## src/rtl/clk_gate_ctrl_pkg.sv

```systemverilog
// Shared types and constants for the clock-gate controller.
package clk_gate_ctrl_pkg;

  typedef enum logic [1:0] {
    StOff,
    StWake,
    StOn,
    StIdle
  } dom_state_e;

  // Wide enough for SettleCycles up to 15.
  localparam int unsigned SettleW = 4;

endpackage

```

## src/rtl/clk_gate_ctrl_domain.sv

```systemverilog
// One gated clock domain: OFF -> WAKE -> ON <-> IDLE -> OFF with settle and idle counters.
module clk_gate_ctrl_domain
  import clk_gate_ctrl_pkg::*;
#(
  parameter int unsigned SettleCycles = 3,
  parameter int unsigned IdleWidth    = 8
) (
  input  logic                 clk_i,
  input  logic                 rst_ni,
  input  logic                 demand_i,
  input  logic                 grant_i,
  input  logic [IdleWidth-1:0] idle_thresh_i,
  output logic                 en_o,
  output logic                 ack_o,
  output logic                 wake_o,
  output logic                 off_o
);

  dom_state_e           state_q;
  logic                 en_q;
  logic                 ack_q;
  logic [SettleW-1:0]   settle_q;
  logic [IdleWidth-1:0] idle_q;

  always_ff @(posedge clk_i or negedge rst_ni) begin
    if (!rst_ni) begin
      state_q  <= StOff;
      en_q     <= 1'b0;
      ack_q    <= 1'b0;
      settle_q <= '0;
      idle_q   <= '0;
    end else begin
      unique case (state_q)
        StOff: begin
          if (demand_i && grant_i) begin
            state_q  <= StWake;
            en_q     <= 1'b1;
            settle_q <= SettleW'(SettleCycles - 1);
          end
        end
        StWake: begin
          // Demand is ignored here: a started wake always runs to completion.
          if (settle_q == '0) begin
            state_q <= StOn;
            ack_q   <= 1'b1;
          end else begin
            settle_q <= settle_q - SettleW'(1);
          end
        end
        StOn: begin
          if (!demand_i) begin
            state_q <= StIdle;
            idle_q  <= idle_thresh_i;
          end
        end
        StIdle: begin
          // Demand wins over an expiring count; a threshold of 0 behaves like 1.
          if (demand_i) begin
            state_q <= StOn;
          end else if ((idle_q == '0) || (idle_q == IdleWidth'(1))) begin
            state_q <= StOff;
            en_q    <= 1'b0;
            ack_q   <= 1'b0;
            idle_q  <= '0;
          end else begin
            idle_q <= idle_q - IdleWidth'(1);
          end
        end
        default: state_q <= StOff;
      endcase
    end
  end

  assign en_o   = en_q;
  assign ack_o  = ack_q;
  assign wake_o = (state_q == StWake);
  assign off_o  = (state_q == StOff);

endmodule

```

## src/rtl/clk_gate_ctrl.sv

```systemverilog
// Per-domain clock-gate controller with a single-waker round-robin arbiter.
module clk_gate_ctrl
  import clk_gate_ctrl_pkg::*;
#(
  parameter int unsigned NumDomains   = 4,
  parameter int unsigned SettleCycles = 3,
  parameter int unsigned IdleWidth    = 8
) (
  input  logic                  clk_i,
  input  logic                  rst_ni,
  input  logic                  test_en_i,
  input  logic [IdleWidth-1:0]  idle_thresh_i,
  input  logic [NumDomains-1:0] req_i,
  input  logic [NumDomains-1:0] busy_i,
  output logic [NumDomains-1:0] en_o,
  output logic [NumDomains-1:0] ack_o,
  output logic                  waking_o
);

  localparam int unsigned PtrW = (NumDomains > 1) ? $clog2(NumDomains) : 1;

  logic [NumDomains-1:0] demand;
  logic [NumDomains-1:0] grant;
  logic [NumDomains-1:0] en_q;
  logic [NumDomains-1:0] wake_st;
  logic [NumDomains-1:0] off_st;
  logic [NumDomains-1:0] off_dem;
  logic                  any_wake;
  logic [PtrW-1:0]       ptr_q, ptr_d;
  logic                  found;
  int unsigned           idx;

  assign demand   = req_i | busy_i;
  assign off_dem  = off_st & demand;
  assign any_wake = |wake_st;

  // Inrush limit: only grant once the previous waker has fully reached ON.
  always_comb begin
    grant = '0;
    ptr_d = ptr_q;
    found = 1'b0;
    idx   = 0;
    for (int unsigned i = 0; i < NumDomains; i++) begin
      idx = (32'(ptr_q) + i) % NumDomains;
      if (!found && !any_wake && off_dem[idx]) begin
        grant[idx] = 1'b1;
        found      = 1'b1;
        ptr_d      = PtrW'((idx + 1) % NumDomains);
      end
    end
  end

  always_ff @(posedge clk_i or negedge rst_ni) begin
    if (!rst_ni) begin
      ptr_q <= '0;
    end else begin
      ptr_q <= ptr_d;
    end
  end

  for (genvar d = 0; d < NumDomains; d++) begin : g_dom
    clk_gate_ctrl_domain #(
      .SettleCycles(SettleCycles),
      .IdleWidth   (IdleWidth)
    ) u_dom (
      .clk_i        (clk_i),
      .rst_ni       (rst_ni),
      .demand_i     (demand[d]),
      .grant_i      (grant[d]),
      .idle_thresh_i(idle_thresh_i),
      .en_o         (en_q[d]),
      .ack_o        (ack_o[d]),
      .wake_o       (wake_st[d]),
      .off_o        (off_st[d])
    );
  end

  assign en_o     = en_q | {NumDomains{test_en_i}};
  assign waking_o = any_wake;

endmodule

```

## config.mk

```make
export PLATFORM = sky130hd
export DESIGN_NAME = clk_gate_ctrl
export DESIGN_NICKNAME = d
export VERILOG_FILES = /design/src/rtl/clk_gate_ctrl_pkg.sv /design/src/rtl/clk_gate_ctrl_domain.sv /design/src/rtl/clk_gate_ctrl.sv
export SDC_FILE = /design/constraint.sdc
export NUM_CORES = 1
export LEC_CHECK = 0
export CAP_MARGIN = 10
export CORE_ASPECT_RATIO = 0.75
export CORE_MARGIN = 3
export CORE_UTILIZATION = 60
export DETAILED_ROUTE_END_ITERATION = 8
export HOLD_SLACK_MARGIN = 0.05
export PLACE_DENSITY = 0.76
export SKIP_CTS_REPAIR_TIMING = 1
export SYNTH_ARGS = -nofsm -noshare
export SYNTH_HDL_FRONTEND = slang
export SYNTH_SLANG_ARGS = --single-unit
export TNS_END_PERCENT = 100
```

## constraint.sdc

```tcl
create_clock -name clk_i -period 8.1 [get_ports clk_i]
set_input_delay 2.43 -clock clk_i [delete_from_list [all_inputs] [get_ports clk_i]]
set_output_delay 2.43 -clock clk_i [all_outputs]
set_load 0.02 [all_outputs]
```

==> results.md <==
- For this block, the routed nets add up to 11500 um of wire.
- STA puts the critical path data required time at 5.67 ns.
- By instance count, the leading cell after synthesis is dfrtp_1.
- The number of distinct library cells after synthesis is 63.
- The critical path goes through clkdlybuf4s50_1 -> or2_2 -> clkdlybuf4s50_1.
- The setup slack after placement is 1.786 ns.
- The number of enable flip-flop cells after synthesis is 0.
- For this run, the detailed router's first-pass iteration total came to 7.
- The leakage power total is between 2 and 2.5 nW.
- For the pin with the worst max-slew slack, the measured transition is 0.8525 ns.
- The critical path in this run is classified as primary input to output port.
- The routability-driven placement congestion ratio is 0.9357.
- The share of the clock period used by the worst path is 0.7782.
- The filler cells instantiated in the layout total 576.
- The number of nets with antenna violations after routing is 0.
- The average instance in the mapped netlist occupies 8.373 sq um.
- The via-per-instance ratio is 6.346.
- After synthesis, the most frequently instantiated cells are dfrtp_1 (66), o21ai_0 (60), nor2_1 (56).
- In this run the worst path has a maximum fanout of 4.
- The fraction of registers with async set or reset after synthesis is 1.000.
- Pin placement for this block handled 28 I/O pins.
- The register-to-register setup slack is 4.77 ns.
- The worst hold slack across all endpoints is between 0.4 and 0.5 ns.
- Of the total synthesized cell area, the portion taken by XOR and XNOR cells is 0.005716.
- The pin count of the biggest net entering global routing is between 60 and 70.
- The final period demand of the worst path is 6.304 ns.
- The arrival time at the worst endpoint is just under 4 ns.
- The number of synthesized register bits is between 60 and 70.
- The global router's overall resource usage is 0.2801.
- The setup skew after layout is 0.01593 ns.
- The count of H-tree levels built during CTS is 3.
- The number of clock buffers inserted by TritonCTS is 9.
- The horizontal extent of the die is approximately 110 um.
- The slowest stage of the critical path belongs to the cell clkdlybuf4s50_1.
- The final-layout setup total negative slack is 0 ns.
- The category of the worst setup path launch point is a primary input.
- Power comes to 1.718 mW.
- The power per unit of standard cell area is 341.8 nW/um^2.
- The area share of and/or/nand/nor cells after synthesis is 0.2295.
- The minimum setup slack in the final design is 1.796 ns.
- The fraction of final layout cells sized beyond drive strength 1 is 0.07733.
- For this configuration, the core starts out at a cell density of 0.6452.
- The max-slew violation count is 0.
- The run finished with clean final reports.
- The clock insertion delay at the later pin of the skew report is 0.35 ns.
- The final routed DRC violation total is 0.
- The final core utilization is 0.7055.
- The total half-perimeter wirelength after legalization and detailed placement is about 8300 um.
- The achievable clock frequency is around 0.16 GHz.
- The type of element capturing the critical path is an output port.
- The routed layout has 4233 vias.
- The final-report setup violation count is 0.
- The floorplan has 26 rows.
- The number of antenna violations at the first check in global routing came to 1.
- The number of violations of the max-capacitance limit is 0.
- Measured against the total synthesized area, the mux share comes to 0.02912.
- The cell taking the most area after synthesis is dfrtp_1.
- The cell seen most often among critical-path stages is clkdlybuf4s50_1.
- The maximum vdd drop is approximately 0.00019 V.
- The number of global-route vias before repair came to 3822.
- The area share of fa/ha/maj cells after synthesis is 0.07621.
- The detailed router finished its first iteration with 422 violations.
- The routed wirelength normalized by instance count is 17.24 um.
- TritonCTS built the clock tree.
- The number of diodes is 0.
- Synthesis produced a netlist with a net count of 596.
- The final-stage net count is 611.
- Setup repair after global routing left no endpoint under its margin.
- The dominant combinational cell family by area after synthesis is compound AO/OA/AOI/OAI gates.
- The number of clock sinks is 66.
- No sink is reached through more buffers than the 2 on the longest clock path.
- By area the synthesized netlist is led by dfrtp_1 (36%), ha_1 (7.6%), o21ai_0 (6.5%).
- The share of synthesized area in the top cell type comes to 0.3593.
- The most used flip-flop cell after synthesis is dfrtp_1.
- The die is 81.81 um tall.
- The cell chosen for the clock root is clkbuf_8.
- During placement, the flow inserted port buffers numbering 27.
- Measured against its own limit, the worst slew margin works out to 0.4317.
- The sequential share of the synthesized area is 0.3593.
- The area of the die is between 8000 and 9000 sq um.
- For this run, the number of Yosys warnings is 0.
- The cell count after synthesis is approximately 550.
- From synthesis to final layout, the design area changed by 9.336%.
- The mapped netlist covers 4597 sq um.
- On the worst path, the slowest cell contributes a delay of 0.55 ns.
- The number of hold violations in the final report is 0.
- The placeable core area is 7124 sq um.
- The share of the synthesized area in compound gates (AO/OA/AOI/OAI) was 0.2417.
- The total overflow reported by the global router is 0.
- Clock-pin slew was measured on the worst setup and hold paths at ~0.07 ns.
- The first global-routing pass estimated 19270 um of wire.
- The path class of the lowest-slack min-delay path is register to register.
## per-layer routing
metal | global-route usage | up-vias | wire, um
met4 | 0.07407 | 0 | 125
li1 | - | 2037 | -
met3 | 0.07934 | 14 | 1076
met2 | 0.4189 | 192 | 4967
met1 | 0.4012 | 1990 | 5328
met5 | 0 | - | 0
## report_power, final
group	internal [mW]	switching, mW	total [mW]
clock network	0.118	0.131	0.248
logic	0.339	0.500	0.839
registers	0.462	0.169	0.631
total	0.919	0.799	1.72
## worst max-delay path: cells and delay by family
kind          cells  cell delay [ns]
simple gates      1             0.36
buf+inv           2             1.09
## sequential cells by signal, summed over array words and instances (netlist names)
register	count
g_dom.u_dom.idle_q	32
g_dom.u_dom.state_q	8
ptr_q	2
g_dom.u_dom.en_o	4
g_dom.u_dom.ack_o	4
g_dom.u_dom.settle_q	16
## final timing paths
kind / startpoint / endpoint / cells after the start
worst max-delay path: test_en_i / en_o[3] / 3
worst min-delay path: g_dom[0].u_dom.settle_q[0]$_DFFE_PN0P_ / g_dom[0].u_dom.settle_q[0]$_DFFE_PN0P_ / 1
worst max register to register: ptr_q[0]$_DFFE_PN0P_ / g_dom[2].u_dom.settle_q[3]$_DFFE_PN0P_ / 7
worst min register to register: g_dom[0].u_dom.settle_q[0]$_DFFE_PN0P_ / g_dom[0].u_dom.settle_q[0]$_DFFE_PN0P_ / 1
max in group asynchronous: rst_ni / g_dom[2].u_dom.state_q[0]$_DFFE_PN0P_ / 2
min in group asynchronous: rst_ni / g_dom[1].u_dom.idle_q[2]$_DFFE_PN0P_ / 2
## cell type report
class                           instances  area (sq um)  share of cell area
Sequential cell                        66          1652              0.3286
Timing Repair Buffer                   28         272.8             0.05427
Multi-Input combinational cell        424          2676              0.5325
Clock buffer                           11         141.4             0.02813
Clock inverter                          5         30.03            0.005975
Inverter                               35         131.4             0.02614
Tap cell                               98         122.6             0.02440
## through the flow
stage,cells,instance area [sq um]
finish,667,5026
global route,667,5026
floorplan,549,4597
detailed placement,651,4855
CTS,667,5026
global placement,651,4855
## cell usage in the layout, fill, tap and decap left out, types with 7 or more instances in the layout
master	n
nor2b_1	9
clkbuf_8	10
or2_2	12
a31oi_1	7
dfrtp_1	66
inv_1	34
nor3_1	20
a22oi_1	11
clkdlybuf4s50_1	26
nor2_1	56
o22ai_1	9
nand2_1	37
a21oi_1	47
nor4_1	11
nand2b_1	10
o21ai_0	60
nand3_1	10
ha_1	28
nor3b_1	7
## kinds of logic after synthesis
logic type	after synthesis
flops	66
fa+ha+maj	28
compound gates	180
xor+xnor	3
buf+inv	59
simple gates	206
mux	7
(Power assumes the default switching activity.)
==> RTL edit 1: new RTL, config.mk and constraints unchanged <==
`IdleWidth` is set to 8 in 2 places; all go to 10.
--- a/src/rtl/clk_gate_ctrl_domain.sv
+++ b/src/rtl/clk_gate_ctrl_domain.sv
@@ -4,5 +4,5 @@
 #(
   parameter int unsigned SettleCycles = 3,
-  parameter int unsigned IdleWidth    = 8
+  parameter int unsigned IdleWidth    = 10
 ) (
   input  logic                 clk_i,
--- a/src/rtl/clk_gate_ctrl.sv
+++ b/src/rtl/clk_gate_ctrl.sv
@@ -5,5 +5,5 @@
   parameter int unsigned NumDomains   = 4,
   parameter int unsigned SettleCycles = 3,
-  parameter int unsigned IdleWidth    = 8
+  parameter int unsigned IdleWidth    = 10
 ) (
   input  logic                  clk_i,
Ports: changed (resized idle_thresh_i); port bits go from 28 to 30. The function was not compared with the original's and may differ.
==> RTL edit 1 against the unedited design <==
Design area rose by 7.5%. Worst setup slack got worse by 17 ps. Sequential share of layout area rose by 1.4 points. Sequential cell count rose by 8. Critical path type unchanged. Highest routed layer unchanged. Clock power rose by 31%. Area after synthesis rose by 6.4%. Wire length rose by 7.5%. Total power rose by 11%.
==> RTL edit 1: results (changes against the unedited design) <==
status finished clean (unchanged); fraction of area in multi-input gates 0.518 (was 0.532); comb pwr 0.903 mW (was 0.839 mW); Leakage 2.29 nW (was 2.13 nW); Yosys cell types 59 (was 63); Worst R2R Path Depth 9 (was 7); met1 usage 0.407 (was 0.401); vias in the first global route 4185 (was 3822); R2R Path End g_dom[2].u_dom.settle_q[0] (was g_dom[2].u_dom.settle_q[3]); largest net degree at the start of global routing 75 (was 67); bufs w/o clock 29 (was 28); syn_area_per_cell 8.14 um^2 (was 8.37 um^2); placed cell areas 5190 um^2 (was 4850 um^2); met3 usage 0.0569 (was 0.0793); final net count 661 (was 611); initial drt markers 570 (was 422); synthesized instance count 601 (was 549); clkbuf count 9 (was 11); relative slew slack 0.352 (was 0.432); synth top area cells dfrtp_1 38%, o21ai_0 7.4%, ha_1 6.1% (was dfrtp_1 36%, ha_1 7.6%, o21ai_0 6.5%); sequential share of power 0.357 (was 0.367); final std cells w/o fill 722 (was 667); register area share after synthesis 0.379 (was 0.359); Clock Skew 13.8 ps (was 15.9 ps); DR WL met3 1120 um (was 1080 um); vias per cell 6.51 (was 6.35); min-delay src g_dom[0].u_dom.en_o (was g_dom[0].u_dom.settle_q[0]); initial antenna violation count 0 (was 1); Final clock-cell share 0.0403 (was 0.0341); DP HPWL 8810 um (was 8260 um); RePlAce Congestion 0.979 (was 0.936); setup slack after layout 1780 ps (was 1800 ps)
[RTL edit 1: cell count changes after synthesis, sizes merged, moves of 5 or more]
cell,unedited run,this run
nor3,20,25
nor2,60,75
o221ai,0,5
nand2,38,59
nor2b,9,1
a22oi,11,17
dfrtp,66,74
o21ai,60,72
[RTL edit 1: worst min path at each step]
| stage | slack, ps | end |
|---|---|---|
| finish | 480 | g_dom[0].u_dom.en_o |
| global route | 500 | g_dom[0].u_dom.en_o |
| CTS | 480 | g_dom[0].u_dom.en_o |
| detailed placement | 460 | g_dom[0].u_dom.en_o |
| global placement | 470 | g_dom[0].u_dom.idle_q[3] |
| floorplan | 440 | g_dom[3].u_dom.en_o |
[RTL edit 1: cell families after synthesis]
group | count (synthesis) | synth area share
AOI/OAI and AO/OA | 206 | 0.262
xor gates and xnor gates | 5 | 0.00895
adders and majority gates | 24 | 0.0614
buffers and inverters | 57 | 0.0486
DFF | 74 | 0.379
muxes | 4 | 0.0159
and+or+nand+nor | 231 | 0.224
==> RTL edit 2: new RTL, same settings <==
Without the edit above. Add an input register stage for `idle_thresh_i`, without a reset; this delays it by one clock. The other inputs are not delayed to match.
--- a/src/rtl/clk_gate_ctrl.sv
+++ b/src/rtl/clk_gate_ctrl.sv
@@ -19,4 +19,10 @@
 
   localparam int unsigned PtrW = (NumDomains > 1) ? $clog2(NumDomains) : 1;
+
+  logic [IdleWidth-1:0] idle_thresh_q;
+
+  always_ff @(posedge clk_i) begin
+    idle_thresh_q <= idle_thresh_i;
+  end
 
   logic [NumDomains-1:0] demand;
@@ -68,5 +74,5 @@
       .demand_i     (demand[d]),
       .grant_i      (grant[d]),
-      .idle_thresh_i(idle_thresh_i),
+      .idle_thresh_i(idle_thresh_q),
       .en_o         (en_q[d]),
       .ack_o        (ack_o[d]),
Function: not settled (the Yosys comparison gave no result); the edit may change what the design does.
==> RTL edit 2 against the unedited design <==
Area after synthesis is 3.5% lower. Worst setup slack better by 64 ps. Highest routed layer unchanged. Largest cell class unchanged. Critical endpoint unchanged. Die area is 3.2% lower. Sequential cell count is 8 higher. Design area is 0.72% lower. Total power is 1.8% higher. Global-route usage is 1.4 points lower. Wire length is 8.2% lower. Critical path depth stayed put.
==> RTL edit 2: results (changes against the unedited design) <==
register area share after synthesis 0.408 (was 0.359); worst skew pair latency 360 ps; ys async rst share 0.892 (was 1.00); number of fill cells 563 (was 576); final std cells w/o fill 647 (was 667); peak supply drop 0.000239 V (was 0.000191 V); global-route wire length before repair 18000 um (was 19300 um); Initial DRT Pass Iterations 5 (was 7); max incr delay on CP 550 ps (about the same); vias in the first global route 3739 (was 3822); status finished clean (unchanged); Leakage 2.11 nW (was 2.13 nW); Adder-Cell Fraction of Synth Area 0.0789 (was 0.0762); mux contribution to synthesized area 0.0178 (was 0.0291); xor/xnor share of the synthesized area 0.00987 (was 0.00572); layout cells sized above 1 0.0583 (was 0.0773); DP HPWL 7720 um (was 8260 um); relative slew slack 0.473 (was 0.432); initial antenna violation count 0 (was 1); initial drt markers 339 (was 422); synthesized instance count 523 (was 549); worst hold path type flip-flop to flip-flop (unchanged); CTS Buf Count 9 (unchanged); Total Negative Setup Slacks 0 ps (unchanged); clk root buf clkbuf_8 (unchanged); Routed wire per std cell 16.3 um (was 17.2 um); Worst EP arrival 3810 ps (was 3870 ps); synth top area cells dfrtp_1 37%, ha_1 7.9%, o21ai_0 6.7% (was dfrtp_1 36%, ha_1 7.6%, o21ai_0 6.5%); Yosys cell types 57 (was 63); Synth Area in Compound Gates 0.218 (was 0.242); largest net degree at the start of global routing 45 (was 67); yosys warns 0 (unchanged); most common library cells after synthesis 66 x dfrtp_1, 59 x o21ai_0, 58 x nor2_1 (was 66 x dfrtp_1, 60 x o21ai_0, 56 x nor2_1); Synth Net Count 570 (was 596); Clock Skew 11.1 ps (was 15.9 ps); H-tree depth 3 (unchanged); placed cells 631 (was 651); ys flop type dfrtp_1 (unchanged); Port Buf Inserts 27 (unchanged); top flop regs g_dom.u_dom.idle_q x32, g_dom.u_dom.settle_q x16 (was g_dom.u_dom.idle_q x32, g_dom.u_dom.settle_q x16, g_dom.u_dom.state_q x8); vias per cell 6.17 (was 6.35); final net count 591 (was 611); clk slew on worst S/H paths 90 ps (was 70 ps); GR Util All Layers 0.266 (was 0.280); ant diodes 0 (unchanged); RePlAce Congestion 1.00 (was 0.936)
## RTL edit 2: cells by family (layout without fill, tap and decap cells)
family / Yosys count / after routing
adder cells (fa/ha/maj): 28 / 28
flip-flops: 74 / 74
AND/OR/NAND/NOR: 195 / 195
buffers and inverters: 55 / 81
XOR/XNOR: 5 / 5
AO/OA/AOI/OAI: 162 / 162
multiplexers: 4 / 4
## RTL edit 2: metrics by stage
step                setup WS, ps  cell area, um^2
detailed placement          1850             4750
finish                      1860             4990
floorplan                   2900             4440
global placement            1840             4750
CTS                         1840             4990
global route                1810             4990
## RTL edit 2: power by group
group	internal, mW	switching (mW)
registers	0.504	0.154
logic	0.298	0.441
clock network	0.206	0.145
## RTL edit 2: metal layers
layer | GRT usage | vias to the layer above | share of wire
li1 | - | 1943 | -
met1 | 0.357 | 1875 | 0.45
met2 | 0.428 | 152 | 0.46
met3 | 0.0602 | 23 | 0.077
met4 | 0.0891 | 0 | 0.017
met5 | 0 | - | 0
## RTL edit 2: layout make-up
| type | count | area share |
|---|---|---|
| multi-input combinational | 394 | 0.480 |
| sequential | 74 | 0.363 |
| timing repair buffer | 30 | 0.0577 |
| inverter | 35 | 0.0263 |
| clock buffer | 10 | 0.0256 |
| tap | 98 | 0.0246 |
| clock inverter | 6 | 0.0226 |
## RTL edit 2: worst paths after layout
check | from | end | slack, ps | cells past startpoint
setup / recovery | test_en_i | en_o[3] | 1860 | 3
hold / removal | g_dom[1].u_dom.en_o | g_dom[1].u_dom.en_o | 480 | 1
max in group asynchronous | rst_ni | g_dom[2].u_dom.idle_q[7] | 5110 | 2
min in group asynchronous | rst_ni | g_dom[0].u_dom.idle_q[2] | 2040 | 1
setup reg to reg | ptr_q[0] | g_dom[0].u_dom.settle_q[0] | 4420 | 9
hold reg to reg | g_dom[1].u_dom.en_o | g_dom[1].u_dom.en_o | 480 | 1
## RTL edit 2: critical path: cells and delay by family
family | cells | cell delay, ps
buffers and inverters | 2 | 1040
and+or+nand+nor | 1 | 340
